$ cat config.mk
export PLATFORM = sky130hd
export DESIGN_NAME = step_dir_decoder
export DESIGN_NICKNAME = d
export VERILOG_FILES = /design/src/rtl/step_dir_decoder.sv
export SDC_FILE = /design/constraint.sdc
export NUM_CORES = 1
export LEC_CHECK = 0
export BUFFER_PORTS_ARGS = -buffer_cell sky130_fd_sc_hd__buf_2
export CAP_MARGIN = 20
export CORE_MARGIN = 3
export CORE_UTILIZATION = 53
export CTS_CLUSTER_DIAMETER = 30
export DETAILED_ROUTE_END_ITERATION = 12
export PLACE_DENSITY = 0.85
export SLEW_MARGIN = 25
export SYNTH_ARGS = -nofsm -noshare
export SYNTH_HDL_FRONTEND = slang
export SYNTH_SLANG_ARGS = --single-unit
$ cat constraint.sdc
create_clock -name clk -period 3.9 [get_ports clk]
set_clock_uncertainty 0.2 [all_clocks]
set_input_delay 0.585 -clock clk [delete_from_list [all_inputs] [get_ports clk]]
set_output_delay 0.585 -clock clk [all_outputs]
set_load 0.03 [all_outputs]
$ cat src/rtl/step_dir_decoder.sv
// Step/dir receiver: synchronizes and deglitches the pins, tracks a signed position and exposes it on a register port.
// Optional step-period measurement is built when STEP_DIR_DECODER_PERIOD_EN is defined.
module step_dir_decoder #(
  parameter int POS_WIDTH   = 32,
  parameter int SYNC_STAGES = 2,
  parameter int MIN_PULSE   = 2,
  parameter int DIR_SETUP   = 2
) (
  input  logic        clk,
  input  logic        reset,
  input  logic        write,
  input  logic [1:0]  address,
  input  logic [31:0] writedata,
  input  logic        read,
  output logic [31:0] readdata,
  input  logic        step_in,
  input  logic        dir_in,
  output logic        step_pulse
);

  localparam int FW = $clog2(MIN_PULSE + 1);
  localparam int SW = (DIR_SETUP < 1) ? 1 : $clog2(DIR_SETUP + 1);
  localparam logic [FW-1:0] FILT_ACC  = FW'(MIN_PULSE - 1);
  localparam logic [FW-1:0] FILT_MAX  = FW'(MIN_PULSE);
  localparam logic [SW-1:0] SETUP_MAX = SW'(DIR_SETUP);

  logic [SYNC_STAGES-1:0]        r_step_sync, r_dir_sync, r_sync_vld;
  logic                          r_dir_d, r_armed;
  logic [FW-1:0]                 r_filt;
  logic [SW-1:0]                 r_setup;
  logic signed [POS_WIDTH-1:0]   r_pos;
  logic [31:0]                   r_total;
  logic                          r_last_dir, r_setup_err;

  logic        w_step, w_dir, w_vld, w_dir_chg, w_accept, w_setup_bad;
  logic        w_wr_pos, w_wr_stat, w_stall;
  logic [31:0] w_period, w_status;

  function automatic logic signed [POS_WIDTH-1:0] next_pos(
    input logic signed [POS_WIDTH-1:0] p, input logic up);
    return up ? p + $signed(POS_WIDTH'(1)) : p - $signed(POS_WIDTH'(1));
  endfunction

  assign w_step      = r_step_sync[SYNC_STAGES-1];
  assign w_dir       = r_dir_sync[SYNC_STAGES-1];
  assign w_vld       = r_sync_vld[SYNC_STAGES-1];
  assign w_dir_chg   = w_dir ^ r_dir_d;
  // r_armed blocks a pin that was already high when reset released
  assign w_accept    = r_armed & w_step & (r_filt == FILT_ACC);
  assign w_setup_bad = w_dir_chg | (r_setup < SETUP_MAX);
  assign w_wr_pos    = write & (address == 2'd0);
  assign w_wr_stat   = write & (address == 2'd2);

  always_ff @(posedge clk or posedge reset) begin
    if (reset) begin
      r_step_sync <= '0;
      r_dir_sync  <= '0;
      r_sync_vld  <= '0;
      r_dir_d     <= 1'b0;
      r_armed     <= 1'b0;
      r_filt      <= '0;
      r_setup     <= SETUP_MAX;
    end else begin
      r_step_sync <= {r_step_sync[SYNC_STAGES-2:0], step_in};
      r_dir_sync  <= {r_dir_sync[SYNC_STAGES-2:0], dir_in};
      r_sync_vld  <= {r_sync_vld[SYNC_STAGES-2:0], 1'b1};
      r_dir_d     <= w_dir;
      if (w_vld && !w_step)
        r_armed <= 1'b1;
      if (!w_step)
        r_filt <= '0;
      else if (r_filt != FILT_MAX)
        r_filt <= r_filt + FW'(1);
      if (w_dir_chg)
        r_setup <= '0;
      else if (r_setup != SETUP_MAX)
        r_setup <= r_setup + SW'(1);
    end
  end

  always_ff @(posedge clk or posedge reset) begin
    if (reset) begin
      r_pos       <= '0;
      r_total     <= '0;
      r_last_dir  <= 1'b0;
      r_setup_err <= 1'b0;
      step_pulse  <= 1'b0;
    end else begin
      step_pulse <= w_accept;
      // a preset overrides a coincident step; the step still reaches the total
      if (w_wr_pos)
        r_pos <= writedata[POS_WIDTH-1:0];
      else if (w_accept)
        r_pos <= next_pos(r_pos, w_dir);
      if (w_accept) begin
        r_total    <= r_total + 32'd1;
        r_last_dir <= w_dir;
      end
      if (w_accept && w_setup_bad)
        r_setup_err <= 1'b1;
      else if (w_wr_stat && writedata[1])
        r_setup_err <= 1'b0;
    end
  end

`ifdef STEP_DIR_DECODER_PERIOD_EN
  logic [31:0] r_per_cnt, r_period;
  logic        r_stall;

  always_ff @(posedge clk or posedge reset) begin
    if (reset) begin
      r_per_cnt <= '0;
      r_period  <= '0;
      r_stall   <= 1'b0;
    end else begin
      if (w_accept) begin
        r_period  <= r_per_cnt;
        r_per_cnt <= 32'd1;
      end else if (r_per_cnt == 32'hFFFF_FFFF) begin
        r_period <= 32'hFFFF_FFFF;
      end else begin
        r_per_cnt <= r_per_cnt + 32'd1;
      end
      if (!w_accept && r_per_cnt == 32'hFFFF_FFFF)
        r_stall <= 1'b1;
      else if (w_wr_stat && writedata[2])
        r_stall <= 1'b0;
    end
  end

  assign w_period = r_period;
  assign w_stall  = r_stall;
`else
  assign w_period = 32'd0;
  assign w_stall  = 1'b0;
`endif

  assign w_status = {29'd0, w_stall, r_setup_err, r_last_dir};

  always_ff @(posedge clk or posedge reset) begin
    if (reset) begin
      readdata <= '0;
    end else if (read) begin
      case (address)
        2'd0:    readdata <= 32'(r_pos);
        2'd1:    readdata <= w_period;
        2'd2:    readdata <= w_status;
        default: readdata <= r_total;
      endcase
    end
  end

endmodule

# Word level (Yosys, flattened, before mapping)
# Index checks and enable logic that the tools add are counted.
[totals] regBits=111 in_bits=40 out_inout_bits=33 word_cells=49
[classes] addsub=5 magnitude_cmp=1 eq_ne=6 n_mux=10 bitwise=6 n_reduce_logical=8
[op_table] op="$mux 32" n=3
[op_table] op="$pmux 32 s3" n=1
[op_table] op="$add 32x1->32 const B" n=1
[op_table] op="$add 32x2->32 const B" n=1
[op_table] op="$sub 32x2->32 const B" n=1
[op_table] op="$mux 2" n=4
[op_table] op="$reduce_bool 2->1" n=3
[op_table] op="$add 2x1->2 const B" n=2
[op_table] op="$and 1x1->1" n=4
[op_table] op="$eq 2x1->1 const B" n=2
[op_table] op="$ne 2x2->1 const B" n=2
[op_table] op="$logic_and 1x1->1" n=3
[op_table] op="$eq 2x2->1 const B" n=1
[op_table] op="$logic_not 2->1" n=1
[op_table] op="$lt 2x2->1 const B" n=1
[op_table] op="$mux 1" n=2
[op_table] op="$ne 2x1->1 const B" n=1
[op_table] op="$logic_not 1->1" n=1
[op_table] op="$or 1x1->1" n=1
[op_table] op="$xor 1x1->1" n=1

# Longest topological paths before layout
[logic_depth] ltp_word=5 depth_mapped=12 ltp_nobuf=12

# Worst setup path before layout
# No wires, ideal clock.
[synth_path] path_type="flip-flop to flip-flop" start="register r_dir_sync[1]" end="register r_pos[31]" arrival_ps=3160 setup_slack_ps=459 path_stages_with_launch=13 n_path_buf=1 period_less_slack_ps=3441 cell_sequence="dfrtp_1 > inv_1 > ha_1 > clkbuf_1 > a211oi_1 > nor2_1 > o32ai_1 > o21ai_0 > a31oi_2 > o21ai_2 > xnor2_1 > or3_1 > a31oi_1"
[synth_between] elab_chain_cells=3
[synth_rtl] element="start, declared" line_no="27" rtl="logic [SYNC_STAGES-1:0] r_step_sync, r_dir_sync, r_sync_vld;"
[synth_rtl] element="start signal, assigned" line_no="65" rtl="r_dir_sync <= {r_dir_sync[SYNC_STAGES-2:0], dir_in};"
[synth_rtl] element="$mux 32" line_no="41" rtl="return up ? p + $signed(POS_WIDTH'(1)) : p - $signed(POS_WIDTH'(1));"
[synth_rtl] element="$mux 32" line_no="93" rtl="else if (w_accept)"
[synth_rtl] element="$mux 32" line_no="91" rtl="if (w_wr_pos)"
[synth_rtl] element="end signal, assigned" line_no="92" rtl="r_pos <= writedata[POS_WIDTH-1:0];"
[synth_rtl] element="end signal, assigned" line_no="94" rtl="r_pos <= next_pos(r_pos, w_dir);"
[synth_rtl] element="end, declared" line_no="31" rtl="logic signed [POS_WIDTH-1:0] r_pos;"
# No other way between the ends. The select of a mux whose other input is x is not followed.
# A chain may end at the register's enable or synchronous reset.

# Worst setup path in the final report
[layout_path] start="register r_dir_sync[1]" end="register r_pos[24]"
# Same word-level chain as after synthesis.

==> flow_summary.json <==
{
  "status": "complete, no violations",
  "vias": 5249,
  "n_antenna_cell": 0,
  "crit_type": "reg2reg",
  "synth_edf_count": 0,
  "hold_violations": 0,
  "area_growth_pct": 12.51,
  "synth_top_area_share_pct": 43.76,
  "cap_violations": 0,
  "wl_met2_um": 7106,
  "postPlaceCellArea_um2": 6754,
  "startpoint_type": "register",
  "setup_viol": 0,
  "crit_path_end_kind": "register",
  "first_pass_iters": 5,
  "ys_seq_area_share_pct": 44.18,
  "grt_pass1_vias": 5150,
  "ys_types": 57,
  "slew_headroom_pct": 36.77,
  "synthCells": 689,
  "die_w_um": 114.9,
  "overflow": 0,
  "cts_buffers": 9,
  "num_io_pins": 73,
  "highest_layer": "met4",
  "ant_nets": 0,
  "synth_area_leaders": "dfrtp_1 44%, a21oi_1 6.8%, ha_1 6.8%",
  "drc": 0,
  "cts_max_level": 3,
  "finish.instance_area_um2": 7077,
  "final_cell_count_no_fill": 892,
  "yosys_register_bits": 111,
  "clk_pin_slew_ns": 0.07,
  "tns_ns": 0,
  "portBuffers": 72,
  "synth_flop_cell": "dfrtp_1",
  "grt_start_max_net_pins": 75,
  "worstMarginPinSlew_ns": 0.9461,
  "wl_per_cell_um": 17.07,
  "avgSynthCellArea_um2": 9.129,
  "clockRootBuffer": "clkbuf_16",
  "routed_wl_um": 15230,
  "drt_first_iter_violations": 459,
  "cts_max_path_buffers": 2,
  "num_rows": 39,
  "synth_area_um2": 6290,
  "wl_met3_um": 869,
  "die_y_um": 114.9,
  "reg2reg_depth": 11,
  "rsz0062_at_grt": "yes",
  "critPathMaxFanout": 20,
  "die_area_um2": 13210,
  "drv_slew": 0,
  "holdWs_ns": 0.1418,
  "yosys_warnings": 0,
  "async_reset_ff_share_pct": 100.0,
  "critPathArrivalTime_ns": 3.67,
  "cts_hold_buffers": 0,
  "placed_cells": 876,
  "dp_hpwl_um": 10890,
  "gp_congestion": 0.9087,
  "p_leak_nw": 3.273,
  "syn_nets": 764,
  "insertion_delay_ns": 0.35,
  "numClockSinks": 111,
  "postCtsSetupBuffers": 0,
  "min_period_over_period_pct": 93.64,
  "grt_pass1_wl_um": 25270,
  "min_path_type": "in2reg",
  "peakVddDrop_uv": 304.8,
  "min_path_cells": 1,
  "start_util_pct": 54.62,
  "via_per_inst": 5.885,
  "layout-drive-gt1-share_pct": 15.89,
  "antenna_found_initial": 0,
  "cts_tree": "done",
  "p_per_area_nw_per_um2": 697.3,
  "core-area_um2": 11520,
  "wirelength_met1_um": 7041,
  "nNetsFinal": 819,
  "yosysTopAreaCell": "dfrtp_1",
  "fmax_mhz": 273.8,
  "required_ns": 3.92,
  "cts_resized": 0,
  "period_needed_ns": 3.652,
  "gr-usage-all-layers_pct": 23.78
}
==> worst paths after layout <==
| check | slack [ns] | to | startpoint |
|---|---|---|---|
| worst max register to register | 0.25 | r_pos[24] | r_dir_sync[1] |
| worst min register to register | 0.15 | r_step_sync[1] | r_step_sync[0] |
| worst max-delay path | 0.25 | r_pos[24] | r_dir_sync[1] |
| max in group asynchronous | 2.43 | r_setup[1] | reset |
| worst min-delay path | 0.14 | r_dir_sync[0] | dir_in |
| min in group asynchronous | 0.23 | readdata[7] | reset |
==> final cells by class <==
cell class | instances | area, µm²
timing repair buffer | 79 | 415.4
tap | 143 | 178.9
clock inverter | 5 | 62.56
sequential | 111 | 2779
inverter | 21 | 85.08
fill | 944 | 4439
clock buffer | 11 | 252.7
multi-input combinational | 522 | 3303
==> per-layer routing <==
metal | track usage, % | vias up
met5 | 0 | -
li1 | - | 2540
met1 | 34.16 | 2530
met3 | 3.947 | 20
met4 | 6.103 | 0
met2 | 37.77 | 159
==> sequential cells by signal, summed over array words and instances, names as in the netlist <==
name and count:
r_total 32, r_armed 1, r_setup 2, r_last_dir 1
step_pulse 1, r_sync_vld 2, r_filt 2, r_setup_err 1
readdata 32, r_step_sync 2, r_dir_d 1, r_pos 32
r_dir_sync 2
==> Yosys cell counts, types with 2 or more instances <==
cell type / instances
dfrtp_1: 110
nor2_1: 93
a21oi_1: 85
nand2_1: 61
a22oi_1: 37
xnor2_1: 35
ha_1: 34
clkbuf_1: 32
xor2_1: 27
o21ai_0: 24
a21o_1: 20
inv_1: 20
nand4_1: 15
nand3_1: 13
a31oi_1: 9
o21ai_1: 8
nor3_1: 6
and2_1: 4
and3_1: 4
a211oi_1: 3
or3_1: 3
a41o_1: 2
buf_1: 2
mux2_2: 2
mux2i_1: 2
nand2b_1: 2
nor2b_1: 2
nor3b_1: 2
o21a_1: 2
o21ai_2: 2
or2_2: 2
==> kinds of logic after synthesis <==
| logic type | after synthesis | synth area share, % |
|---|---|---|
| xor gates and xnor gates | 62 | 8.633 |
| buffers and inverters | 56 | 3.362 |
| other | 1 | 0.05962 |
| and+or+nand+nor | 211 | 14.66 |
| adders and majority gates | 35 | 7.082 |
| muxes | 4 | 0.6763 |
| DFF | 111 | 44.18 |
| AOI/OAI and AO/OA | 209 | 21.34 |
==> through the flow <==
stage / setup slack (ns) / power [mW] / utilization [%]
after floorplan: 0.1860 / 3.385 / -
after global placement: 0.4532 / 3.835 / 58.65
after detailed placement: 0.3145 / 3.914 / 58.65
after CTS: 0.3048 / 4.910 / 61.39
after global routing: -0.005307 / 5.273 / 61.45
final: 0.2480 / 4.934 / 61.45
==> layout by cell type, fill, tap and decap left out, types with 2 or more instances in the layout <==
cell / netlist / layout
xor2_1: 27 / 27
nor2b_1: 2 / 2
nor3_1: 6 / 6
or2_2: 2 / 2
and2_1: 4 / 3
clkbuf_8: 0 / 2
clkbuf_16: 0 / 9
ha_1: 34 / 34
a21o_1: 20 / 20
mux2i_1: 2 / 2
or3_1: 3 / 3
nand2b_1: 2 / 2
a211oi_1: 3 / 3
clkinvlp_4: 0 / 2
nand3_1: 13 / 13
a21oi_1: 85 / 85
mux2_2: 2 / 2
nand2_1: 61 / 61
dfrtp_1: 110 / 110
o21ai_1: 8 / 8
buf_2: 1 / 71
nor2_1: 93 / 92
o21a_1: 2 / 2
and3_1: 4 / 4
xnor2_1: 35 / 35
buf_4: 0 / 8
nand4_1: 15 / 15
a31oi_1: 9 / 9
nor3b_1: 2 / 2
a41o_1: 2 / 2
a22oi_1: 37 / 37
o21ai_2: 2 / 2
inv_1: 20 / 18
o21ai_0: 24 / 24
==> where the power goes <==
part | switching [mW] | internal [mW]
Sequential | 0.309 | 1.42
Combinational | 1.31 | 0.927
Clock | 0.426 | 0.539
Total | 2.05 | 2.89
==> worst max-delay path, stage by stage (launching register included) <==
cell and delay (ns):
dfrtp_1 0.47, clkinvlp_4 0.42, ha_1 0.51, a21oi_1 0.32, o211ai_1 0.16, a41o_1 0.27, a221o_1 0.36, o21ai_2 0.22
inv_2 0.05, a21oi_1 0.19, xor2_1 0.24, o21ai_1 0.11
Power figures use the tool's default switching activity.
